--- config.mk ---
export PLATFORM = sky130hd
export DESIGN_NAME = multi_player_ctrl_flat
export DESIGN_NICKNAME = d
export VERILOG_FILES = /design/src/rtl/multi_player_ctrl_pkg.sv /design/src/rtl/multi_player_ctrl_if.sv /design/src/rtl/multi_player_ctrl_player_hop_fsm.sv /design/src/rtl/multi_player_ctrl.sv /design/src/flat_wrapper.sv
export SDC_FILE = /design/constraint.sdc
export NUM_CORES = 1
export LEC_CHECK = 0
export CAP_MARGIN = 25
export CORE_MARGIN = 8
export CORE_UTILIZATION = 40
export CTS_CLUSTER_SIZE = 12
export DETAILED_ROUTE_END_ITERATION = 6
export HOLD_SLACK_MARGIN = 0.08
export PLACE_DENSITY = 0.68
export SKIP_LAST_GASP = 1
export SYNTH_ARGS = -nofsm -noshare
export SYNTH_HDL_FRONTEND = slang
export SYNTH_SLANG_ARGS = --single-unit
--- constraint.sdc ---
create_clock -name Clk -period 5.2 [get_ports Clk]
set_input_delay 0.52 -clock Clk [delete_from_list [all_inputs] [get_ports Clk]]
set_output_delay 0.52 -clock Clk [all_outputs]
set_load 0.02 [all_outputs]
--- src/rtl/multi_player_ctrl_pkg.sv ---
// Shared types and constants for the multi-player hop/score engine.
//   hop_state_e : per-player FSM state
//   dir_e       : latched hop direction
//   KEYMAP      : HID keycode per [player][up, down, left, right]
//   SCORE_MAX   : score saturation value
package mpc_pkg;

   typedef enum logic [1:0] {
      IDLE,
      HOP,
      COOLDOWN
   } hop_state_e;

   typedef enum logic [1:0] {
      DIR_UP,
      DIR_DOWN,
      DIR_LEFT,
      DIR_RIGHT
   } dir_e;

   // Row = player, column = dir_e order (up, down, left, right).
   localparam logic [7:0] KEYMAP [4][4] = '{
      '{8'h1A, 8'h16, 8'h04, 8'h07},   // W S A D
      '{8'h52, 8'h51, 8'h50, 8'h4F},   // arrows
      '{8'h0C, 8'h0E, 8'h0D, 8'h0F},   // I K J L
      '{8'h60, 8'h5D, 8'h5C, 8'h5E}    // keypad 8 5 4 6
   };

   localparam logic [6:0] SCORE_MAX = 7'd99;

endpackage

--- src/rtl/multi_player_ctrl_if.sv ---
// Bus bundle between the SoC/VGA side and multi_player_ctrl.
//   frame_vs       : VGA vsync, active low, asynchronous
//   keycodes       : packed HID keycodes, slot k at [8k+7:8k]
//   frame_tick     : one-clock pulse per frame
//   player_x/y     : 10-bit positions, player i at [10i+9:10i]
//   player_score   : 7-bit scores, player i at [7i+6:7i]
//   player_hopping : 1 while player i is mid-hop
interface multi_player_ctrl_if #(
   parameter int N_PLAYERS = 2,
   parameter int N_KEYS    = 4
);
   logic                      frame_vs;
   logic [8*N_KEYS-1:0]       keycodes;
   logic                      frame_tick;
   logic [10*N_PLAYERS-1:0]   player_x;
   logic [10*N_PLAYERS-1:0]   player_y;
   logic [7*N_PLAYERS-1:0]    player_score;
   logic [N_PLAYERS-1:0]      player_hopping;

   modport master (
      output frame_vs, keycodes,
      input  frame_tick, player_x, player_y, player_score, player_hopping
   );

   modport slave (
      input  frame_vs, keycodes,
      output frame_tick, player_x, player_y, player_score, player_hopping
   );
endinterface

--- src/rtl/multi_player_ctrl_player_hop_fsm.sv ---
// One player's hop engine: press detection, IDLE/HOP/COOLDOWN FSM,
// position with wall clamping, and saturating goal score.
//   i_clk, i_rst : clock, synchronous active-high reset
//   i_tick       : one-clock frame pulse; all state advances on it
//   i_dir_held   : {up, down, left, right} keys currently held
//   o_x, o_y     : position
//   o_score      : score 0..99
//   o_hopping    : 1 while in HOP
module player_hop_fsm
   import mpc_pkg::*;
#(
   parameter int PLAYER_IDX  = 0,
   parameter int STEP        = 4,
   parameter int HOP_FRAMES  = 4,
   parameter int COOL_FRAMES = 2,
   parameter int X_MIN       = 0,
   parameter int X_MAX       = 624,
   parameter int Y_MIN       = 0,
   parameter int Y_MAX       = 464,
   parameter int Y_GOAL      = 16,
   parameter int X_START     = 160,
   parameter int X_SPACING   = 96,
   parameter int Y_START     = 448
) (
   input  logic       i_clk,
   input  logic       i_rst,
   input  logic       i_tick,
   input  logic [3:0] i_dir_held,
   output logic [9:0] o_x,
   output logic [9:0] o_y,
   output logic [6:0] o_score,
   output logic       o_hopping
);

   localparam logic [9:0]         X_HOME    = 10'(X_START + PLAYER_IDX * X_SPACING);
   localparam logic [9:0]         Y_HOME    = 10'(Y_START);
   localparam logic [7:0]         HOP_LOAD  = 8'(HOP_FRAMES);
   localparam logic [7:0]         COOL_LOAD = 8'(COOL_FRAMES);
   localparam logic signed [10:0] W_STEP    = 11'(STEP);

   function automatic logic [9:0] clamp_pos(input logic signed [10:0] v,
                                            input int lo, input int hi);
      if (int'(v) < lo)      return 10'(lo);
      else if (int'(v) > hi) return 10'(hi);
      else                   return v[9:0];
   endfunction

   hop_state_e r_state, w_state_nxt;
   dir_e       r_dir, w_dir_nxt;
   logic [7:0] r_cnt, w_cnt_nxt;
   logic [9:0] r_x, r_y, w_x_nxt, w_y_nxt, w_mx, w_my;
   logic [6:0] r_score, w_score_nxt;
   logic [3:0] r_prev;
   logic [3:0] w_new;
   logic signed [10:0] w_sx, w_sy;

   assign w_new = i_dir_held & ~r_prev;
   assign w_sx  = $signed({1'b0, r_x});
   assign w_sy  = $signed({1'b0, r_y});

   // Candidate position one step along the latched direction, clamped.
   always_comb begin
      w_mx = r_x;
      w_my = r_y;
      case (r_dir)
         DIR_UP:    w_my = clamp_pos(w_sy - W_STEP, Y_MIN, Y_MAX);
         DIR_DOWN:  w_my = clamp_pos(w_sy + W_STEP, Y_MIN, Y_MAX);
         DIR_LEFT:  w_mx = clamp_pos(w_sx - W_STEP, X_MIN, X_MAX);
         default:   w_mx = clamp_pos(w_sx + W_STEP, X_MIN, X_MAX);
      endcase
   end

   always_comb begin
      w_state_nxt = r_state;
      w_dir_nxt   = r_dir;
      w_cnt_nxt   = r_cnt;
      w_x_nxt     = r_x;
      w_y_nxt     = r_y;
      w_score_nxt = r_score;
      if (i_tick) begin
         case (r_state)
            IDLE: begin
               if (w_new != 4'b0000) begin
                  if (w_new[3])      w_dir_nxt = DIR_UP;
                  else if (w_new[2]) w_dir_nxt = DIR_DOWN;
                  else if (w_new[1]) w_dir_nxt = DIR_LEFT;
                  else               w_dir_nxt = DIR_RIGHT;
                  w_cnt_nxt   = HOP_LOAD;
                  w_state_nxt = HOP;
               end
            end
            HOP: begin
               w_x_nxt   = w_mx;
               w_y_nxt   = w_my;
               w_cnt_nxt = r_cnt - 8'd1;
               if (r_cnt == 8'd1) begin
                  // Goal test uses the position just reached on this step.
                  if (int'(w_my) <= Y_GOAL) begin
                     if (r_score < SCORE_MAX) w_score_nxt = r_score + 7'd1;
                     w_x_nxt = X_HOME;
                     w_y_nxt = Y_HOME;
                  end
                  w_cnt_nxt   = COOL_LOAD;
                  w_state_nxt = (COOL_FRAMES == 0) ? IDLE : COOLDOWN;
               end
            end
            COOLDOWN: begin
               w_cnt_nxt = r_cnt - 8'd1;
               if (r_cnt == 8'd1) w_state_nxt = IDLE;
            end
            default: w_state_nxt = IDLE;
         endcase
      end
   end

   always_ff @(posedge i_clk) begin
      if (i_rst) begin
         r_state <= IDLE;
         r_dir   <= DIR_UP;
         r_cnt   <= 8'd0;
         r_x     <= X_HOME;
         r_y     <= Y_HOME;
         r_score <= 7'd0;
         // All keys treated as already held, so a key held through reset
         // must be released and pressed again before it hops.
         r_prev  <= 4'b1111;
      end else begin
         r_state <= w_state_nxt;
         r_dir   <= w_dir_nxt;
         r_cnt   <= w_cnt_nxt;
         r_x     <= w_x_nxt;
         r_y     <= w_y_nxt;
         r_score <= w_score_nxt;
         if (i_tick) r_prev <= i_dir_held;
      end
   end

   assign o_x       = r_x;
   assign o_y       = r_y;
   assign o_score   = r_score;
   assign o_hopping = (r_state == HOP);

endmodule

--- src/rtl/multi_player_ctrl.sv ---
// N-player movement/scoring engine: vsync synchroniser and falling-edge
// frame tick, HID keycode decode per player, one player_hop_fsm per player.
//   Clk   : system clock
//   Reset : synchronous active-high reset
//   bus   : slave side of multi_player_ctrl_if (vsync/keycodes in,
//           frame_tick/positions/scores/hopping out)
module multi_player_ctrl
   import mpc_pkg::*;
#(
   parameter int N_PLAYERS   = 2,
   parameter int N_KEYS      = 4,
   parameter int STEP        = 4,
   parameter int HOP_FRAMES  = 4,
   parameter int COOL_FRAMES = 2,
   parameter int X_MIN       = 0,
   parameter int X_MAX       = 624,
   parameter int Y_MIN       = 0,
   parameter int Y_MAX       = 464,
   parameter int Y_GOAL      = 16,
   parameter int X_START     = 160,
   parameter int X_SPACING   = 96,
   parameter int Y_START     = 448
) (
   input  logic             Clk,
   input  logic             Reset,
   multi_player_ctrl_if.slave bus
);

   logic r_vs_s1, r_vs_s2, r_vs_s3, r_frame_tick;
   logic w_fall;

   logic [N_PLAYERS-1:0][3:0] w_dir_held;
   logic [N_PLAYERS-1:0][9:0] w_x, w_y;
   logic [N_PLAYERS-1:0][6:0] w_score;
   logic [N_PLAYERS-1:0]      w_hopping;

   // Two-flop synchroniser plus one delay flop for the edge detect.
   assign w_fall = r_vs_s3 & ~r_vs_s2;

   always_ff @(posedge Clk) begin
      if (Reset) begin
         r_vs_s1      <= 1'b1;
         r_vs_s2      <= 1'b1;
         r_vs_s3      <= 1'b1;
         r_frame_tick <= 1'b0;
      end else begin
         r_vs_s1      <= bus.frame_vs;
         r_vs_s2      <= r_vs_s1;
         r_vs_s3      <= r_vs_s2;
         r_frame_tick <= w_fall;
      end
   end

   // Bit order {up, down, left, right}; any slot matching sets the bit.
   always_comb begin
      w_dir_held = '0;
      for (int i = 0; i < N_PLAYERS; i++)
         for (int d = 0; d < 4; d++)
            for (int k = 0; k < N_KEYS; k++)
               if (bus.keycodes[8*k +: 8] == KEYMAP[i][d])
                  w_dir_held[i][3-d] = 1'b1;
   end

   for (genvar g = 0; g < N_PLAYERS; g++) begin : g_player
      player_hop_fsm #(
         .PLAYER_IDX (g),
         .STEP       (STEP),
         .HOP_FRAMES (HOP_FRAMES),
         .COOL_FRAMES(COOL_FRAMES),
         .X_MIN      (X_MIN),
         .X_MAX      (X_MAX),
         .Y_MIN      (Y_MIN),
         .Y_MAX      (Y_MAX),
         .Y_GOAL     (Y_GOAL),
         .X_START    (X_START),
         .X_SPACING  (X_SPACING),
         .Y_START    (Y_START)
      ) u_player (
         .i_clk      (Clk),
         .i_rst      (Reset),
         .i_tick     (r_frame_tick),
         .i_dir_held (w_dir_held[g]),
         .o_x        (w_x[g]),
         .o_y        (w_y[g]),
         .o_score    (w_score[g]),
         .o_hopping  (w_hopping[g])
      );
   end

   assign bus.frame_tick     = r_frame_tick;
   assign bus.player_x       = w_x;
   assign bus.player_y       = w_y;
   assign bus.player_score   = w_score;
   assign bus.player_hopping = w_hopping;

endmodule

--- src/flat_wrapper.sv ---
// flat-port wrapper written by rule: the top's interface ports become plain ports
module multi_player_ctrl_flat import mpc_pkg::*;
#(
   parameter int N_PLAYERS   = 2,
   parameter int N_KEYS      = 4,
   parameter int STEP        = 4,
   parameter int HOP_FRAMES  = 4,
   parameter int COOL_FRAMES = 2,
   parameter int X_MIN       = 0,
   parameter int X_MAX       = 624,
   parameter int Y_MIN       = 0,
   parameter int Y_MAX       = 464,
   parameter int Y_GOAL      = 16,
   parameter int X_START     = 160,
   parameter int X_SPACING   = 96,
   parameter int Y_START     = 448
)
  (Clk, Reset, bus_frame_vs, bus_keycodes, bus_frame_tick, bus_player_x, bus_player_y, bus_player_score, bus_player_hopping);
  multi_player_ctrl_if #(.N_PLAYERS(N_PLAYERS), .N_KEYS(N_KEYS)) bus_i ();
  input  logic Clk;
  input  logic Reset;
  input wire logic [$bits(bus_i.frame_vs)-1:0] bus_frame_vs;
  input wire logic [$bits(bus_i.keycodes)-1:0] bus_keycodes;
  output wire logic [$bits(bus_i.frame_tick)-1:0] bus_frame_tick;
  output wire logic [$bits(bus_i.player_x)-1:0] bus_player_x;
  output wire logic [$bits(bus_i.player_y)-1:0] bus_player_y;
  output wire logic [$bits(bus_i.player_score)-1:0] bus_player_score;
  output wire logic [$bits(bus_i.player_hopping)-1:0] bus_player_hopping;
  assign bus_i.frame_vs = bus_frame_vs;
  assign bus_i.keycodes = bus_keycodes;
  assign bus_frame_tick = bus_i.frame_tick;
  assign bus_player_x = bus_i.player_x;
  assign bus_player_y = bus_i.player_y;
  assign bus_player_score = bus_i.player_score;
  assign bus_player_hopping = bus_i.player_hopping;
  multi_player_ctrl #(.N_PLAYERS(N_PLAYERS), .N_KEYS(N_KEYS), .STEP(STEP), .HOP_FRAMES(HOP_FRAMES), .COOL_FRAMES(COOL_FRAMES), .X_MIN(X_MIN), .X_MAX(X_MAX), .Y_MIN(Y_MIN), .Y_MAX(Y_MAX), .Y_GOAL(Y_GOAL), .X_START(X_START), .X_SPACING(X_SPACING), .Y_START(Y_START)) u_core (.Clk(Clk), .Reset(Reset), .bus(bus_i));
endmodule
==> key figures <==
Route
  • Routed Antenna Nets: 0
  • Vias per cell: 6.05
  • WL/cell: 16.4 um
  • Post-Route WL: 21.3 mm
  • Vias: 7870
  • First drt pass iteration count: 5
  • Drt drc: 0
  • Initial DRC count: 664

Power
  • Overall power: 1480 uW
  • Max IR drop VDD: 0.155 mV
  • Pleak: 0.00288 uW
  • Power density over the cells: 169 nW/um2

STA
  • Hold_ws: 0.409 ns
  • Worst slew pin tran: 0.967 ns
  • Total Neg Setup Slack: 0 ns
  • Peak Freq: 253 MHz
  • Final Cycle Share: 0.760
  • Count of final hold-check violations: 0
  • Slew Viols, Final: 0
  • Setup Skew: 0.0100 ns
  • Max_slew headroom: 0.355
  • # setup viols final: 0
  • Post-layout minimum cycle time: 3.95 ns
  • RSZ-0062 raised after global routing: no

Worst setup path
  • Flop-to-flop setup slack: 1.25 ns
  • CP Max Fanout: 14
  • WP data arrival: 4.24 ns
  • R2R Path Start: u_core.g_player[1].u_player.o_y[2]
  • Crit start category: flip-flop
  • Worst R2R End: u_core.g_player[1].u_player.o_x[0]
  • CP Capture Type: flip-flop
  • Worst setup path category: flip-flop to flip-flop
  • Reg2Reg Depth: 10
  • Worst EP required: 5.49 ns

Synth
  • Synth top area share: 0.240
  • Async SR Flop Fraction: 0
  • Cell variety after synth: 83
  • Top FF cell, synth: dfxtp_1
  • Number of flops mapped to enable cells by yosys: 0
  • Leading area contributor after synthesis: dfxtp_1
  • Top-count cell post-synth: nor2_1
  • Sequential area share after synthesis: 0.240
  • Post-synth top cells: nor2_1 (96), dfxtp_1 (90), nand2_1 (83), o21ai_0 (59), clkbuf_1 (53)
  • Syn nets: 1094
  • Main area contributors after synthesis: dfxtp_1 (24%), ha_1 (5.0%), nor2_1 (4.8%), nand2_1 (4.1%), o21ai_0 (3.9%)
  • Flops & latches, synth: 90
  • Post-Synthesis Cells: 1029
  • Synth warnings: 0
  • Mapped Area: 7520 um2
  • Syn Area/Cell: 7.31 um2

CTS
  • Htree depth: 3
  • Clock Path Buffers: 2
  • CTS hold repair buffers: 0
  • Post-CTS sizing: 0
  • Cts bufs inserted: 9
  • Reg clk slew, reported paths: 0.07 ns
  • Clock Latency Late Sink: 0.35 ns
  • Clock sink count: 90
  • Post-CTS setup buffer count: 0
  • CTS tree: done
  • Root Buffer: clkbuf_16

Layout
  • Antenna cell count: 0
  • Final instance area: 8710 um2
  • Layout Nets: 1127
  • Share of cells above drive strength 1: 0.0497
  • Final Util: 0.469
  • P&R area growth vs syn: 15.9%

Floorplan
  • Die Wd: 153 um
  • Core footprint: 18600 um2
  • Initial Util: 0.405
  • # rows: 50
  • Die ar.: 23500 um2
  • Die height: 153 um
  • I/O pin total: 92

Hold path
  • Hold worst-path end: u_core.r_vs_s2
  • Hold Path Class: flip-flop to flip-flop
  • Hold Path Stages: 1
  • HP Start: u_core.r_vs_s1

Placed design
  • RePlAce Congestion: 0.937
  • Placed Area: 8440 um2
  • IO Port Bufs: 91
  • Hpwl dp: 15.2 mm

GRT
  • Initial antenna violation count: 0
  • First-pass GRT wire length: 35.9 mm
  • Largest net degree at the start of global routing: 97
  • Vias in the first global route: 7110
  • Total GRT Usage: 0.178
  • Gr ovfl total: 0

Run status
  • Status: completed

Run
  • Max-cap violations: 0
[registers in the layout, summed over array words and instances, names as in the netlist]
signal                            flops
u_core.g_player.u_player.r_prev       8
u_core.g_player.u_player.o_x         20
u_core.g_player.u_player.o_score     14
u_core.r_vs_s1                        1
u_core.g_player.u_player.r_cnt       16
u_core.g_player.u_player.r_state      4
u_core.g_player.u_player.o_y         20
u_core.r_vs_s3                        1
u_core.bus.frame_tick                 1
u_core.r_vs_s2                        1
u_core.g_player.u_player.r_dir        4
[layout by cell type (no fill, tap or decap), types with 15 or more instances in the layout]
master / netlist / routed
nor4_1: 19 / 19
nor2_1: 96 / 96
nand4_1: 16 / 16
a21oi_1: 52 / 52
clkdlybuf4s50_1: 0 / 90
o21ai_0: 59 / 59
nand3_1: 45 / 45
nor2b_1: 26 / 26
nand2b_1: 23 / 23
nor3_1: 50 / 50
nand2_1: 83 / 83
nor3b_1: 24 / 24
dfxtp_1: 90 / 90
inv_1: 38 / 38
and3_1: 18 / 18
a32oi_1: 15 / 15
ha_1: 30 / 30
[how the worst max path moves through the flow]
| stage | startpoint | to | slack [ns] | cells after the start |
|---|---|---|---|---|
| floorplan | u_core.g_player[0].u_player.o_y[2] | u_core.g_player[0].u_player.o_score[5] | 1.72 | 13 |
| detailed placement | u_core.g_player[1].u_player.o_y[2] | u_core.g_player[1].u_player.o_x[1] | 1.25 | 10 |
| global placement | u_core.g_player[1].u_player.o_y[2] | u_core.g_player[1].u_player.o_x[0] | 1.35 | 10 |
| finish | u_core.g_player[1].u_player.o_y[2] | u_core.g_player[1].u_player.o_x[0] | 1.25 | 10 |
| global route | u_core.g_player[1].u_player.o_y[2] | u_core.g_player[1].u_player.o_x[1] | 0.71 | 10 |
| CTS | u_core.g_player[1].u_player.o_y[2] | u_core.g_player[1].u_player.o_x[1] | 1.20 | 10 |
[cells by family (layout without fill, tap and decap cells)]
kind of cell,after synthesis,after routing,share of synthesized area
muxes,14,14,0.0196
DFF,90,90,0.240
adders and majority gates,30,30,0.0499
buffers and inverters,111,148,0.0594
and+or+nand+nor,492,492,0.357
xor gates and xnor gates,15,15,0.0175
AOI/OAI and AO/OA,277,277,0.257
[worst max-delay path, stage by stage (launching register included)]
cell	delay, ns
dfxtp_1	0.54
ha_1	0.41
nand2b_1	0.15
o32ai_1	0.09
a2111oi_0	0.56
o21ai_0	0.31
a32o_1	0.34
o311ai_2	0.73
o21bai_1	0.32
o21ba_2	0.33
and2_1	0.11
[routing by layer]
layer | GRT usage | share of wire | up-vias
met4 | 0.0495 | 0.016 | 0
met3 | 0.0398 | 0.064 | 33
li1 | - | - | 3926
met1 | 0.250 | 0.48 | 3650
met5 | 0 | 0 | -
met2 | 0.266 | 0.44 | 261
[power by group]
part	switching, uW	internal [uW]	leakage [uW]	total, uW
clock network	275	347	0.000132	623
logic	71.4	65.0	0.00202	136
registers	19.7	697	0.000727	717
total	367	1110	0.00288	1480
[area by class of cell]
class / instances / area (um2)
Clock buffer: 13 / 260
Clock inverter: 2 / 12.5
Fill cell: 1803 / 9870
Inverter: 40 / 150
Multi-Input combinational cell: 828 / 5270
Sequential cell: 90 / 1800
Tap cell: 234 / 293
Timing Repair Buffer: 93 / 923
[through the flow]
stage	std cells	setup slack (ns)
2_1_floorplan	1029	1.72
3_3_place_gp	1285	1.35
3_5_place_dp	1285	1.25
4_1_cts	1300	1.20
5_1_grt	1300	0.715
6_report	1300	1.25
(Power assumes the default switching activity.)
